## config.mk

```make
export PLATFORM = sky130hd
export DESIGN_NAME = mem_io_ctrl
export DESIGN_NICKNAME = d
export VERILOG_FILES = /design/src/rtl/mem_io_ctrl.sv
export SDC_FILE = /design/constraint.sdc
export NUM_CORES = 1
export LEC_CHECK = 0
export ABC_AREA = 1
export CORE_MARGIN = 5
export CORE_UTILIZATION = 50
export DETAILED_ROUTE_END_ITERATION = 12
export PLACE_DENSITY = 0.89
export SLEW_MARGIN = 10
export SYNTH_ARGS = -nofsm -noshare
export SYNTH_HDL_FRONTEND = slang
export SYNTH_SLANG_ARGS = --single-unit
```

## constraint.sdc

```tcl
create_clock -name Clk -period 7.2 [get_ports Clk]
set_input_delay 2.16 -clock Clk [delete_from_list [all_inputs] [get_ports Clk]]
set_output_delay 2.16 -clock Clk [all_outputs]
set_load 0.03 [all_outputs]
```

## src/rtl/mem_io_ctrl.sv

```systemverilog
// Memory/IO access sequencer: turns one datapath request at a time into timed SRAM strobes
// or a memory-mapped switch/hex transfer, and signals completion with a one-cycle ready pulse.
module mem_io_ctrl #(
    parameter int unsigned WAIT_CYCLES = 2,
    parameter logic [15:0] IO_ADDR     = 16'hFFFF
) (
    input  logic        Clk,
    input  logic        Reset,
    input  logic        mem_req,
    input  logic        mem_we,
    input  logic [15:0] mem_addr,
    input  logic [15:0] mem_wdata,
    output logic [15:0] mem_rdata,
    output logic        mem_ready,
    input  logic [15:0] S,
    output logic [6:0]  HEX0,
    output logic [6:0]  HEX1,
    output logic [6:0]  HEX2,
    output logic [6:0]  HEX3,
    output logic        CE,
    output logic        UB,
    output logic        LB,
    output logic        OE,
    output logic        WE,
    output logic [19:0] ADDR,
    input  logic [15:0] sram_dq_in,
    output logic [15:0] sram_dq_out,
    output logic        sram_dq_oe
);

    typedef enum logic [1:0] {StIdle, StSramAcc, StIoAcc, StDone} state_e;

    state_e      r_state;
    state_e      w_state_d;
    logic [15:0] r_addr;
    logic        r_we;
    logic [15:0] r_wdata;
    logic [3:0]  r_cnt;
    logic [15:0] r_rdata;
    logic        r_ready;
    logic [15:0] r_hex;
    logic [15:0] r_s_meta;
    logic [15:0] r_s_sync;
    logic        r_ce_n;
    logic        r_oe_n;
    logic        r_we_n;
    logic        r_dq_oe;
    logic        w_we_d;
    logic        w_sram_d;

    function automatic logic [6:0] seg7(input logic [3:0] d);
        logic [6:0] s;
        case (d)
            4'h0: s = 7'b1000000;
            4'h1: s = 7'b1111001;
            4'h2: s = 7'b0100100;
            4'h3: s = 7'b0110000;
            4'h4: s = 7'b0011001;
            4'h5: s = 7'b0010010;
            4'h6: s = 7'b0000010;
            4'h7: s = 7'b1111000;
            4'h8: s = 7'b0000000;
            4'h9: s = 7'b0010000;
            4'hA: s = 7'b0001000;
            4'hB: s = 7'b0000011;
            4'hC: s = 7'b1000110;
            4'hD: s = 7'b0100001;
            4'hE: s = 7'b0000110;
            default: s = 7'b0001110;
        endcase
        return s;
    endfunction

    always_comb begin
        w_state_d = r_state;
        case (r_state)
            StIdle: begin
                if (mem_req) begin
                    w_state_d = (mem_addr == IO_ADDR) ? StIoAcc : StSramAcc;
                end
            end
            StSramAcc: begin
                if (r_cnt == 4'd0) begin
                    w_state_d = StDone;
                end
            end
            StIoAcc: w_state_d = StDone;
            default: w_state_d = StIdle;
        endcase
        // Strobes are registered from the next state so they line up with SRAM_ACC exactly.
        w_we_d   = (r_state == StIdle) ? mem_we : r_we;
        w_sram_d = (w_state_d == StSramAcc);
    end

    always_ff @(posedge Clk or posedge Reset) begin
        if (Reset) begin
            r_state  <= StIdle;
            r_addr   <= '0;
            r_we     <= 1'b0;
            r_wdata  <= '0;
            r_cnt    <= '0;
            r_rdata  <= '0;
            r_ready  <= 1'b0;
            r_hex    <= '0;
            r_s_meta <= '0;
            r_s_sync <= '0;
            r_ce_n   <= 1'b1;
            r_oe_n   <= 1'b1;
            r_we_n   <= 1'b1;
            r_dq_oe  <= 1'b0;
        end else begin
            r_state  <= w_state_d;
            r_s_meta <= S;
            r_s_sync <= r_s_meta;
            r_ready  <= (w_state_d == StDone);
            r_ce_n   <= ~w_sram_d;
            r_oe_n   <= ~(w_sram_d & ~w_we_d);
            r_we_n   <= ~(w_sram_d & w_we_d);
            r_dq_oe  <= w_sram_d & w_we_d;
            case (r_state)
                StIdle: begin
                    if (mem_req) begin
                        r_addr  <= mem_addr;
                        r_we    <= mem_we;
                        r_wdata <= mem_wdata;
                        r_cnt   <= 4'(WAIT_CYCLES - 1);
                    end
                end
                StSramAcc: begin
                    if (r_cnt == 4'd0) begin
                        if (!r_we) begin
                            r_rdata <= sram_dq_in;
                        end
                    end else begin
                        r_cnt <= r_cnt - 4'd1;
                    end
                end
                StIoAcc: begin
                    if (r_we) begin
                        r_hex <= r_wdata;
                    end else begin
                        r_rdata <= r_s_sync;
                    end
                end
                default: ;
            endcase
        end
    end

    assign mem_rdata   = r_rdata;
    assign mem_ready   = r_ready;
    assign CE          = r_ce_n;
    assign UB          = r_ce_n;
    assign LB          = r_ce_n;
    assign OE          = r_oe_n;
    assign WE          = r_we_n;
    assign ADDR        = {4'b0000, r_addr};
    assign sram_dq_out = r_wdata;
    assign sram_dq_oe  = r_dq_oe;
    assign HEX0        = seg7(r_hex[3:0]);
    assign HEX1        = seg7(r_hex[7:4]);
    assign HEX2        = seg7(r_hex[11:8]);
    assign HEX3        = seg7(r_hex[15:12]);

endmodule

```

Word level (Yosys, flattened, before mapping) --
Memory sizes are Yosys's and may differ from the RTL's. Index checks and enable logic that the tools add are counted.
Operators by class: muxes and demuxes 12, bitwise gates (word level) 6, equality and inequality tests 10, add/sub/neg operators 1, reductions and logical operators 8
Operator list (number):
- $mux W16 | 3
- $pmux W16 S2 | 1
- $eq A16 B16 Y1 const B | 1
- $ne A2 B2 Y1 const B | 5
- $mux W4 | 2
- $pmux W4 S2 | 1
- $mux W2 | 3
- $pmux W2 S3 | 1
- $eq A2 B1 Y1 const B | 2
- $eq A2 B2 Y1 const B | 2
- $logic_not A4 Y1 | 1
- $not A1 Y1 | 4
- $reduce_and A2 Y1 | 2
- $reduce_and A4 Y1 | 1
- $reduce_bool A2 Y1 | 2
- $sub A4 B1 Y4 const B | 1
- $reduce_and A3 Y1 | 1
- $and A1 B1 Y1 | 2
- $logic_not A2 Y1 | 1
- $mux W1 | 1
Word-level totals: register bits 108, memories 4, output and inout port bits 87, input port bits 68, bits in read-only memories 448, logic and storage cells 55
Memories:
- (no name shown) | words 16, bits a word 7, rd ports 1, clocked after Yosys merged registers in 0, wr ports 0, RTL line 53 | case (d)
- (no name shown) | words 16, bits a word 7, rd ports 1, clocked after Yosys merged registers in 0, wr ports 0, RTL line 53
- (no name shown) | words 16, bits a word 7, rd ports 1, clocked after Yosys merged registers in 0, wr ports 0, RTL line 53
- (no name shown) | words 16, bits a word 7, rd ports 1, clocked after Yosys merged registers in 0, wr ports 0, RTL line 53

Depth between registers and ports, before layout --
Gate-level depths: netlist (run 1).
word-level depth 7, mapped depth 9, gate-level depth less buffers 9

Least setup slack after synthesis (run 1) --
No wires, ideal clock.
path type reg2out, from reg r_hex[5], to out HEX1[4], stages on the path, launching flop included 5, arrival 1.520 ns, slack 3.520 ns, required time 5.040 ns, buffers on the path 0, path through dfrtp_1 -> inv_1 -> ha_1 -> inv_1 -> o31ai_1
Between the ends: cells in the longest elaborated chain, start to end 1
Ends and longest elaborated chain:
- from (decl) | RTL line 41 | logic [15:0] r_hex;
- from (signal assigned) | RTL line 140 | r_hex <= r_wdata;
- $mem_v2 Z16 W7
- to (decl) | RTL line 17 | output logic [6:0] HEX1,
No other way between the ends.

Worst setup path after layout (run 1) --
from reg r_hex[0], to out HEX0[3]
Between the ends: cells in the longest elaborated chain, start to end 1
Ends and longest elaborated chain:
- $mem_v2 Z16 W7
- to (decl) | RTL line 16 | output logic [6:0] HEX0,
No other way between the ends.

==> qor.json, run 1 <==
{
  "placed_design": {
    "dpl.cell_count": 747,
    "port_buffers": 150,
    "dp_hpwl_mm": 8.435,
    "finalWeightedCongestion": 0.8525
  },
  "critical_path": {
    "setup.worst_path.start_class": "flip-flop",
    "timing.reg2reg.setup_slack_ps": 4740,
    "worstSetupPathType": "reg -> out",
    "required_ps": 5040,
    "worst_path_arrival_time_ps": 2350,
    "critical_path_peak_fanout": 7,
    "critical_path.endpoint_type": "primary output"
  },
  "timing": {
    "tightest_slew_ps": 987.8,
    "timing.fmax_mhz": 222.0,
    "min_period_over_period_pct": 62.57,
    "final-hold-violation-count": 0,
    "grt_setup_unrepaired": "false",
    "fin_setup_tns_ps": 0,
    "drv_slew": 0,
    "period_needed_ps": 4505,
    "timing.max_slew.rel_slack_pct": 33.99,
    "finalClockSkew_ps": 10.30,
    "setup_viol": 0
  },
  "run_status": {
    "status": "finished, final reports clean"
  },
  "final_layout": {
    "mostFrequentLayoutCells": "sky130_fd_sc_hd__clkdlybuf4s50_1, sky130_fd_sc_hd__dfrtp_1, sky130_fd_sc_hd__nand2_1",
    "layout-drive-gt1-share_pct": 9.841,
    "antenna_cells_inserted": 0,
    "final_cells": 763,
    "area_growth_pct": 35.69,
    "mostFrequentLayoutCell": "sky130_fd_sc_hd__clkdlybuf4s50_1",
    "fillCellCount": 706,
    "fin_nets": 722
  },
  "synthesis": {
    "ys_types": 34,
    "syn_area_per_cell_um2": 10.16,
    "netlist_area_um2": 4897,
    "yosys_warnings": 0,
    "synth_sequential_area_ratio_pct": 55.26,
    "postSynthRegisterBits": 108,
    "syn_inst": 482
  },
  "grt": {
    "global_route.overflow_total": 0,
    "top_usage_layer": "met2",
    "grt_usage_pct": 19.92,
    "globalRouteMet1Util_pct": 25.13,
    "grt_first_pass_wirelength_mm": 18.65,
    "number_of_antenna_violations_at_the_first_check_in_global_routing": 0,
    "gr-usage-met3_pct": 6.335,
    "grt_util_met2_pct": 32.68,
    "number_of_global_route_vias_before_repair": 3991,
    "maximum_number_of_pins_on_one_net_before_global_route_repair": 57
  },
  "clocking": {
    "clk-insertion-delay-late_ps": 370,
    "cts-root-buf": "sky130_fd_sc_hd__clkbuf_8",
    "ctsLongestPathBuffers": 2,
    "post_cts_buffers": 0,
    "clk_pin_slew_ps": 100,
    "clock_tree.htree_level_count": 3,
    "tritoncts": "done",
    "number_of_clock_sinks": 108,
    "ctsResizeCount": 0,
    "cts_hold_buffers": 0,
    "number_of_buffers_created_by_cts": 9
  },
  "routing": {
    "drt_first_pass_iters": 4,
    "vias_per_cell": 5.051,
    "routedWlPerCell_um": 14.76,
    "via_count": 3854,
    "detail_route.wirelength_mm": 11.26,
    "drc_errors": 0,
    "drt-initial-drc-count": 254,
    "postRouteAntennaNets": 0
  },
  "power_and_ir_drop": {
    "worst_ir_drop_vdd_v": 0.0002970,
    "power-per-cell-area_nw_per_um2": 515.2,
    "power.static_leakage_nw": 2.993
  },
  "floorplanning": {
    "fp.dieH_um": 109.0,
    "floorplan.rows": 36,
    "floorplan.io_pins": 155,
    "die_area_um2": 11870,
    "die_x_um": 109.0,
    "initial_utilization_pct": 50.57,
    "fp.coreArea_um2": 9684
  },
  "flow_run": {
    "maxCapViolCount": 0
  },
  "min_path": {
    "worst_hold_path_type": "reg -> reg"
  }
}
==> where the power goes <==
part	switching (W)	internal [W]
combinational	0.00122	0.000820
sequential	0.000173	0.000826
clock	0.000218	0.000170
total	0.00161	0.00182
==> sequential cells by signal, indices dropped and copies added, names as in the netlist, 2 cells and up <==
signal / cells
r_hex: 16
r_addr: 16
r_s_sync: 16
r_cnt: 4
r_state: 2
sram_dq_out: 16
mem_rdata: 16
r_s_meta: 16
==> cells in the mapped netlist, drive strengths merged <==
library cell | number | area (um^2)
and2 | 1 | 6.260
dfstp | 3 | 78.83
a31oi | 16 | 100.1
a32oi | 1 | 8.760
inv | 33 | 123.9
clkbuf | 7 | 27.52
o31ai | 4 | 30.03
mux2 | 32 | 360.4
o211ai | 2 | 15.01
nand3 | 13 | 65.06
dfrtp | 105 | 2628
a22oi | 1 | 7.510
and3 | 1 | 6.260
buf | 15 | 123.9
nand4 | 3 | 25.02
o22ai | 1 | 6.260
ha | 29 | 362.9
nor2 | 51 | 193.9
conb | 1 | 3.750
clkinv | 3 | 13.76
nand2 | 95 | 366.6
a21oi | 44 | 235.2
o21ai | 21 | 108.9
==> path summary, 6_finish.rpt <==
kind,from,end,cells past startpoint
min in group asynchronous,Reset,mem_rdata[8],2
hold reg to reg,r_s_meta[14],r_s_sync[14],0
setup / recovery,r_hex[0],HEX0[3],6
hold / removal,r_s_meta[14],r_s_sync[14],0
max in group asynchronous,Reset,mem_rdata[3],3
setup reg to reg,r_state[0],r_hex[7],5
==> worst max-delay path, stage by stage (launching register included) <==
cell                              delay, ps
sky130_fd_sc_hd__dfrtp_1                420
sky130_fd_sc_hd__inv_1                  200
sky130_fd_sc_hd__ha_1                   270
sky130_fd_sc_hd__a21oi_1                190
sky130_fd_sc_hd__o21ai_0                120
sky130_fd_sc_hd__o21ai_0                 90
sky130_fd_sc_hd__clkdlybuf4s50_1        700
==> cell type report <==
| class | count | area [um^2] | share of cell area (%) |
|---|---|---|---|
| inverters | 36 | 140.1 | 2.109 |
| clock buffers | 9 | 123.9 | 1.864 |
| repair buffers | 151 | 1509 | 22.71 |
| well taps | 133 | 166.4 | 2.504 |
| clock inverters | 7 | 86.33 | 1.299 |
| multi-input cells | 319 | 1913 | 28.79 |
| flip-flops and latches | 108 | 2706 | 40.73 |
==> cells by family (layout without fill, tap and decap cells) <==
| group | count (synthesis) | count (layout) | synth area share [%] |
|---|---|---|---|
| adders and majority gates | 29 | 29 | 7.409 |
| AOI/OAI and AO/OA | 90 | 90 | 10.45 |
| buffers and inverters | 58 | 203 | 5.902 |
| DFF | 108 | 108 | 55.26 |
| other | 1 | 4 | 0.07657 |
| and+or+nand+nor | 164 | 164 | 13.54 |
| muxes | 32 | 32 | 7.358 |
==> metal layers <==
layer | vias to the layer above | wire (um)
met5 | - | 0
met4 | 0 | 199
met3 | 22 | 987
met2 | 156 | 5431
met1 | 1812 | 4641
li1 | 1864 | -
==> per-stage QoR <==
stage	utilization, %	area, um^2	power, W	setup slack (ps)	hold slack [ps]
global route	68.62	6645	0.003658	2491	359.8
global placement	66.45	6435	0.002970	3205	331.6
finish	68.62	6645	0.003423	2695	355.7
CTS	68.62	6645	0.003446	2662	358.2
detailed placement	66.45	6435	0.003047	3097	334.7
floorplan	-	4908	0.002275	2199	331.2
(Power assumes the default switching activity.)
==> run 2, diff against run 1 <==
--- a/config.mk
+++ b/config.mk
@@ -7,9 +7,9 @@
 export LEC_CHECK = 0
 export ABC_AREA = 1
 export CORE_MARGIN = 5
-export CORE_UTILIZATION = 50
+export CORE_UTILIZATION = 47
 export DETAILED_ROUTE_END_ITERATION = 12
-export PLACE_DENSITY = 0.89
+export PLACE_DENSITY = 0.85
 export SLEW_MARGIN = 10
 export SYNTH_ARGS = -nofsm -noshare
 export SYNTH_HDL_FRONTEND = slang
==> constraint.sdc (replaced) <==
create_clock -name Clk -period 4.3 [get_ports Clk]
set_input_delay 1.29 -clock Clk [delete_from_list [all_inputs] [get_ports Clk]]
set_output_delay 1.29 -clock Clk [all_outputs]
set_load 0.03 [all_outputs]
==> run 2 against run 1 <==
First-iteration DRC count down 11%. Clock power up 63%. Flip-flop and latch count unchanged. Global-route usage down 1.6 points. Clock skew up 3.7 ps. Clock-buffer cell count unchanged. Critical endpoint unchanged. Largest cell class unchanged.
==> qor.json, run 2 (synthesized netlist as in run 1, its figures left out) <==
{
  "power_and_ir_drop": {
    "switching_share_pct": 47.49,
    "fin_total_pwr_w": 0.005698,
    "power.switching_w": 0.002706,
    "combinational_power_share_pct": 59.6,
    "worst_ir_drop_vdd_v": 0.0004690,
    "power.static_leakage_nw": 2.999,
    "power.internal_w": 0.002992,
    "sequential_fraction_of_design_power_pct": 29.3,
    "clock_power_share_pct": 11.1,
    "power-per-cell-area_nw_per_um2": 855.7
  },
  "min_path": {
    "holdPathEnd": "r_s_sync[13]",
    "worst_hold_startpoint": "r_s_meta[13]",
    "worst_hold_path_type": "reg -> reg",
    "min_delay_path_depth": 0
  },
  "grt": {
    "number_of_global_route_vias_before_repair": 3857,
    "grt_usage_pct": 18.31,
    "maximum_number_of_pins_on_one_net_before_global_route_repair": 77,
    "number_of_antenna_violations_at_the_first_check_in_global_routing": 0,
    "grt_first_pass_wirelength_mm": 18.80,
    "global_route.overflow_total": 0
  },
  "final_layout": {
    "fin_nets": 723,
    "mostFrequentLayoutCells": "sky130_fd_sc_hd__clkdlybuf4s50_1, sky130_fd_sc_hd__dfrtp_1, sky130_fd_sc_hd__nand2_1",
    "layout-drive-gt1-share_pct": 9.984,
    "antenna_cells_inserted": 0,
    "mostFrequentLayoutCell": "sky130_fd_sc_hd__clkdlybuf4s50_1",
    "final_cells": 767,
    "area_growth_pct": 35.97
  },
  "timing": {
    "grt_setup_unrepaired": "false",
    "setup_viol": 0,
    "timing.max_slew.rel_slack_pct": 33.78,
    "finalClockSkew_ps": 14.01,
    "tightest_slew_ps": 990.9,
    "fin_setup_tns_ps": 0,
    "min_period_over_period_pct": 84.20,
    "final.setup.worst_slack_ps": 679.2,
    "final-hold-violation-count": 0,
    "drv_slew": 0,
    "period_needed_ps": 3621,
    "timing.fmax_mhz": 276.2
  },
  "clocking": {
    "number_of_clock_sinks": 108,
    "post_cts_buffers": 0,
    "tritoncts": "done",
    "ctsLongestPathBuffers": 2,
    "clock_tree.htree_level_count": 3,
    "clk-insertion-delay-late_ps": 380,
    "ctsResizeCount": 0,
    "number_of_buffers_created_by_cts": 9,
    "cts-root-buf": "sky130_fd_sc_hd__clkbuf_8",
    "clk_pin_slew_ps": 120,
    "cts_hold_buffers": 0
  },
  "floorplanning": {
    "fp.dieH_um": 112.1,
    "die_area_um2": 12560,
    "floorplan.rows": 37,
    "floorplan.io_pins": 155,
    "fp.coreArea_um2": 10230,
    "initial_utilization_pct": 47.87,
    "die_x_um": 112.1
  },
  "critical_path": {
    "worstSetupPathType": "reg -> out",
    "required_ps": 3010,
    "worst_path_arrival_time_ps": 2330,
    "critical_path_peak_fanout": 7,
    "worst-r2r-cell-count": 5,
    "timing.reg2reg.setup_slack_ps": 1840,
    "rr_startpoint": "r_state[0]",
    "slowest_cell_on_the_critical_path": "sky130_fd_sc_hd__clkdlybuf4s50_1",
    "worstReg2RegEnd": "r_hex[12]",
    "critical_path.endpoint_type": "primary output",
    "max_incr_delay_on_cp_ps": 700,
    "critical-path-top-cell-by-count": "sky130_fd_sc_hd__o21ai_0",
    "setup.worst_path.start_class": "flip-flop",
    "worstPathCellList": "inv_1, ha_1, a21oi_1, o21ai_0, o21ai_0, clkdlybuf4s50_1"
  },
  "routing": {
    "via_count": 3839,
    "drt-initial-drc-count": 225,
    "vias_per_cell": 5.005,
    "drt_first_pass_iters": 4,
    "postRouteAntennaNets": 0,
    "routedWlPerCell_um": 14.58,
    "drc_errors": 0,
    "detail_route.wirelength_mm": 11.18
  },
  "run_status": {
    "status": "finished, final reports clean"
  },
  "flow_run": {
    "maxCapViolCount": 0
  },
  "placed_design": {
    "finalWeightedCongestion": 0.8785,
    "dp_hpwl_mm": 8.563,
    "port_buffers": 150,
    "dpl.cell_count": 751,
    "place_ws_ps": 1111
  }
}
run 2: worst max-delay path, delay by kind of cell (launching register included):
kind,cells,cell delay [ps]
compound gates,3,360
fa+ha+maj,1,270
buf+inv,2,890
flops,1,430
run 2: per-stage QoR:
step	util [%]	hold slack, ps	area, um^2
final	65.09	359.4	6659
after global routing	65.09	370.6	6659
after CTS	65.09	359.9	6659
after detailed placement	63.01	334.7	6446
after global placement	63.01	331.7	6446
after floorplan	-	331.2	4908
run 2: worst max path at each step:
stage | from | end | depth (start not counted)
after floorplan | Reset | mem_rdata[0] | 1
final | r_hex[0] | HEX0[3] | 6
after global routing | r_hex[9] | HEX2[0] | 7
after detailed placement | r_hex[0] | HEX0[3] | 6
after global placement | r_hex[0] | HEX0[3] | 6
after CTS | r_hex[0] | HEX0[3] | 6
run 2: layout make-up:
class	count	area (um^2)
flip-flops and latches	108	2706
repair buffers	152	1516
inverters	36	140.1
well taps	136	170.2
clock inverters	7	88.84
fillers	794	3572
clock buffers	9	123.9
multi-input cells	319	1913
run 2: power groups by stage:
stage	Sequential [W]	Combinational (W)	Clock [W]
3_3_place_gp	0.00166	0.00333	0
3_5_place_dp	0.00169	0.00341	0
6_report	0.00167	0.00340	0.000631
2_1_floorplan	0.00208	0.00173	0
5_1_grt	0.00172	0.00366	0.000705
4_1_cts	0.00167	0.00343	0.000649
run 2: metal layers:
metal	wire [um]	GRT usage, %	vias to the layer above
li1	-	-	1868
met1	4586	22.61	1847
met2	5837	31.85	101
met3	486	3.342	23
met4	271	7.372	0
met5	0	0	-
==> run 3, diff against run 2 <==
--- a/config.mk
+++ b/config.mk
@@ -7,9 +7,9 @@
 export LEC_CHECK = 0
 export ABC_AREA = 1
 export CORE_MARGIN = 5
-export CORE_UTILIZATION = 47
+export CORE_UTILIZATION = 42
 export DETAILED_ROUTE_END_ITERATION = 12
-export PLACE_DENSITY = 0.85
+export PLACE_DENSITY = 0.8
 export SLEW_MARGIN = 10
 export SYNTH_ARGS = -nofsm -noshare
 export SYNTH_HDL_FRONTEND = slang
==> constraint.sdc (replaced) <==
create_clock -name Clk -period 3.09 [get_ports Clk]
set_input_delay 0.927 -clock Clk [delete_from_list [all_inputs] [get_ports Clk]]
set_output_delay 0.927 -clock Clk [all_outputs]
set_load 0.03 [all_outputs]
==> run 3 against run 2 <==
Sequential share of layout area shrank 1.2 points. Worst hold slack got worse by 12 ps. Via count rose by 0.65%. Total power up 43%. Sequential power up 40%. Final cell count is 1.6% higher. Die area is 11% higher. Non-clock buffer count rose by 5. Global-route usage down 1.8 points. Critical path depth fell by 1. Critical endpoint is now HEX3[6]. Highest routed layer unchanged.
==> qor.json, run 3 (synthesized netlist as in run 1, its figures left out) <==
{
  "final_layout": {
    "layout-drive-gt1-share_pct": 10.85,
    "final_cells": 779,
    "final_core_util_pct": 60.08,
    "mostFrequentLayoutCells": "sky130_fd_sc_hd__clkdlybuf4s50_1, sky130_fd_sc_hd__dfrtp_1, sky130_fd_sc_hd__nand2_1",
    "mostFrequentLayoutCell": "sky130_fd_sc_hd__clkdlybuf4s50_1",
    "multi_input_comb_area_um2": 1913,
    "fillCellCount": 964,
    "non_filler_cell_area_final_um2": 6860,
    "antenna_cells_inserted": 0,
    "area_growth_pct": 40.09,
    "fin_nets": 728,
    "seqCellArea_um2": 2706
  },
  "power_and_ir_drop": {
    "power-per-cell-area_nw_per_um2": 1188,
    "switching_share_pct": 46.03,
    "fin_total_pwr_w": 0.008152,
    "sequential_fraction_of_design_power_pct": 28.6,
    "combinational_power_share_pct": 56.9,
    "power.static_leakage_nw": 3.257,
    "worst_ir_drop_vdd_v": 0.0008267,
    "power.internal_w": 0.004399,
    "clock_power_share_pct": 14.5,
    "power.switching_w": 0.003752
  },
  "timing": {
    "setup_viol": 0,
    "grt_setup_unrepaired": "false",
    "period_needed_ps": 2966,
    "final-hold-violation-count": 0,
    "finalClockSkew_ps": 8.336,
    "timing.max_slew.rel_slack_pct": 52.08,
    "timing.fmax_mhz": 337.2,
    "fin_setup_tns_ps": 0,
    "drv_slew": 0,
    "min_period_over_period_pct": 95.98,
    "tightest_slew_ps": 717.2
  },
  "critical_path": {
    "worstSetupPathType": "reg -> out",
    "timing.critical_path.max_delay_family": "buffers and inverters",
    "worst_path_arrival_time_ps": 2040,
    "slowest_cell_on_the_critical_path": "sky130_fd_sc_hd__clkdlybuf4s50_1",
    "path_buf_inv": 2,
    "worstPathCellList": "inv_1, ha_1, nand2_1, a21oi_1, clkdlybuf4s50_1",
    "max_incr_delay_on_cp_ps": 690,
    "required_ps": 2160,
    "critical_path.endpoint_type": "primary output",
    "setup.worst_path.start_class": "flip-flop",
    "critical_path_peak_fanout": 5
  },
  "floorplanning": {
    "fp.coreArea_um2": 11420,
    "die_area_um2": 13920,
    "die_x_um": 118.0,
    "fp.dieH_um": 118.0,
    "floorplan.io_pins": 155,
    "floorplan.rows": 39,
    "initial_utilization_pct": 42.89
  },
  "routing": {
    "drt-initial-drc-count": 261,
    "drt_first_pass_iters": 4,
    "routedWlPerCell_um": 14.56,
    "detailed_routing_wirelength_on_met1_mm": 4.779,
    "postRouteAntennaNets": 0,
    "dr.max_layer_used": "met4",
    "vias_per_cell": 4.960,
    "detail_route.wirelength_mm": 11.35,
    "via_count": 3864,
    "detailroute.wirelength.met3_um": 541,
    "drc_errors": 0,
    "sum_of_met2_wire_segment_lengths_after_detailed_routing_mm": 5.923
  },
  "grt": {
    "global_route.overflow_total": 0,
    "number_of_global_route_vias_before_repair": 4037,
    "grt_first_pass_wirelength_mm": 19.55,
    "maximum_number_of_pins_on_one_net_before_global_route_repair": 48,
    "grt_usage_pct": 16.52,
    "number_of_antenna_violations_at_the_first_check_in_global_routing": 0
  },
  "placed_design": {
    "placed_area_um2": 6519,
    "dp_hpwl_mm": 8.707,
    "dpl.cell_count": 763,
    "finalWeightedCongestion": 0.9262,
    "port_buffers": 150
  },
  "run_status": {
    "status": "finished, final reports clean"
  },
  "clocking": {
    "number_of_buffers_created_by_cts": 9,
    "tritoncts": "done",
    "clock_tree.htree_level_count": 3,
    "clk-insertion-delay-late_ps": 340,
    "post_cts_buffers": 0,
    "ctsLongestPathBuffers": 2,
    "clk_pin_slew_ps": 70,
    "cts-root-buf": "sky130_fd_sc_hd__clkbuf_16",
    "number_of_clock_sinks": 108
  },
  "min_path": {
    "worst_hold_path_type": "reg -> reg"
  },
  "flow_run": {
    "maxCapViolCount": 0
  }
}
==> run 3: cell count changes in the layout (fill, tap and decap cells not counted), moves of 2 or more <==
cell	previous run	this run
sky130_fd_sc_hd__clkdlybuf4s50_1	150	126
sky130_fd_sc_hd__clkbuf_8	9	0
sky130_fd_sc_hd__dlygate4sd2_1	0	10
sky130_fd_sc_hd__clkinvlp_4	0	2
sky130_fd_sc_hd__clkinv_8	2	0
sky130_fd_sc_hd__clkbuf_16	0	9
sky130_fd_sc_hd__buf_4	2	5
sky130_fd_sc_hd__buf_12	0	2
sky130_fd_sc_hd__dlymetal6s2s_1	0	14
==> run 3: area by class of cell <==
type,instances,share of cell area (%)
flip-flops and latches,108,39.45
multi-input cells,319,27.89
repair buffers,157,23.34
clock buffers,9,3.283
well taps,143,2.608
inverters,36,2.116
clock inverters,7,1.313
==> run 3: per-stage QoR <==
step                setup WS [ps]  hold WS [ps]
CTS                         5.645         347.3
finish                      124.3         347.6
detailed placement          250.2         334.7
global placement            330.8         332.0
global route                4.329         356.9
floorplan                   643.0         331.2
==> run 3: what timing repair did <==
action | 4_1_cts | 5_1_grt
hold buffers | 0 | 0
setup endpoints to repair | 10 | 14
gates resized for setup | 10 | 15
==> run 3: worst register-to-register path: cells and delay by family, from the launching register on <==
family                     cells  cell delay [ps]
and+or+nand+nor                2              190
adders and majority gates      1              150
AOI/OAI and AO/OA              2              780
buffers and inverters          2              320
DFF                            1              420
==> run 3: power by group through the flow <==
stage / Combinational, W / Sequential (W) / Clock, W
after detailed placement: 0.00478 / 0.00235 / 0
after global routing: 0.00502 / 0.00241 / 0.00128
after CTS: 0.00471 / 0.00232 / 0.00122
final: 0.00464 / 0.00233 / 0.00118
after floorplan: 0.00241 / 0.00289 / 0
after global placement: 0.00465 / 0.00231 / 0
==> run 3: per-layer routing <==
metal	GRT usage (%)	vias up
met5	0	-
met4	3.871	0
met3	3.460	10
met2	29.21	110
met1	20.69	1862
li1	-	1882
==> run 3: worst paths after layout <==
check / from / to / slack [ps] / cells after the start
hold / removal: r_s_meta[3] / r_s_sync[3] / 350 / 0
setup / recovery: r_hex[13] / HEX3[6] / 120 / 5
min in group asynchronous: Reset / mem_rdata[5] / 1020 / 2
setup reg to reg: r_state[0] / mem_rdata[14] / 1140 / 7
max in group asynchronous: Reset / OE / 1370 / 3
hold reg to reg: r_s_meta[3] / r_s_sync[3] / 350 / 0
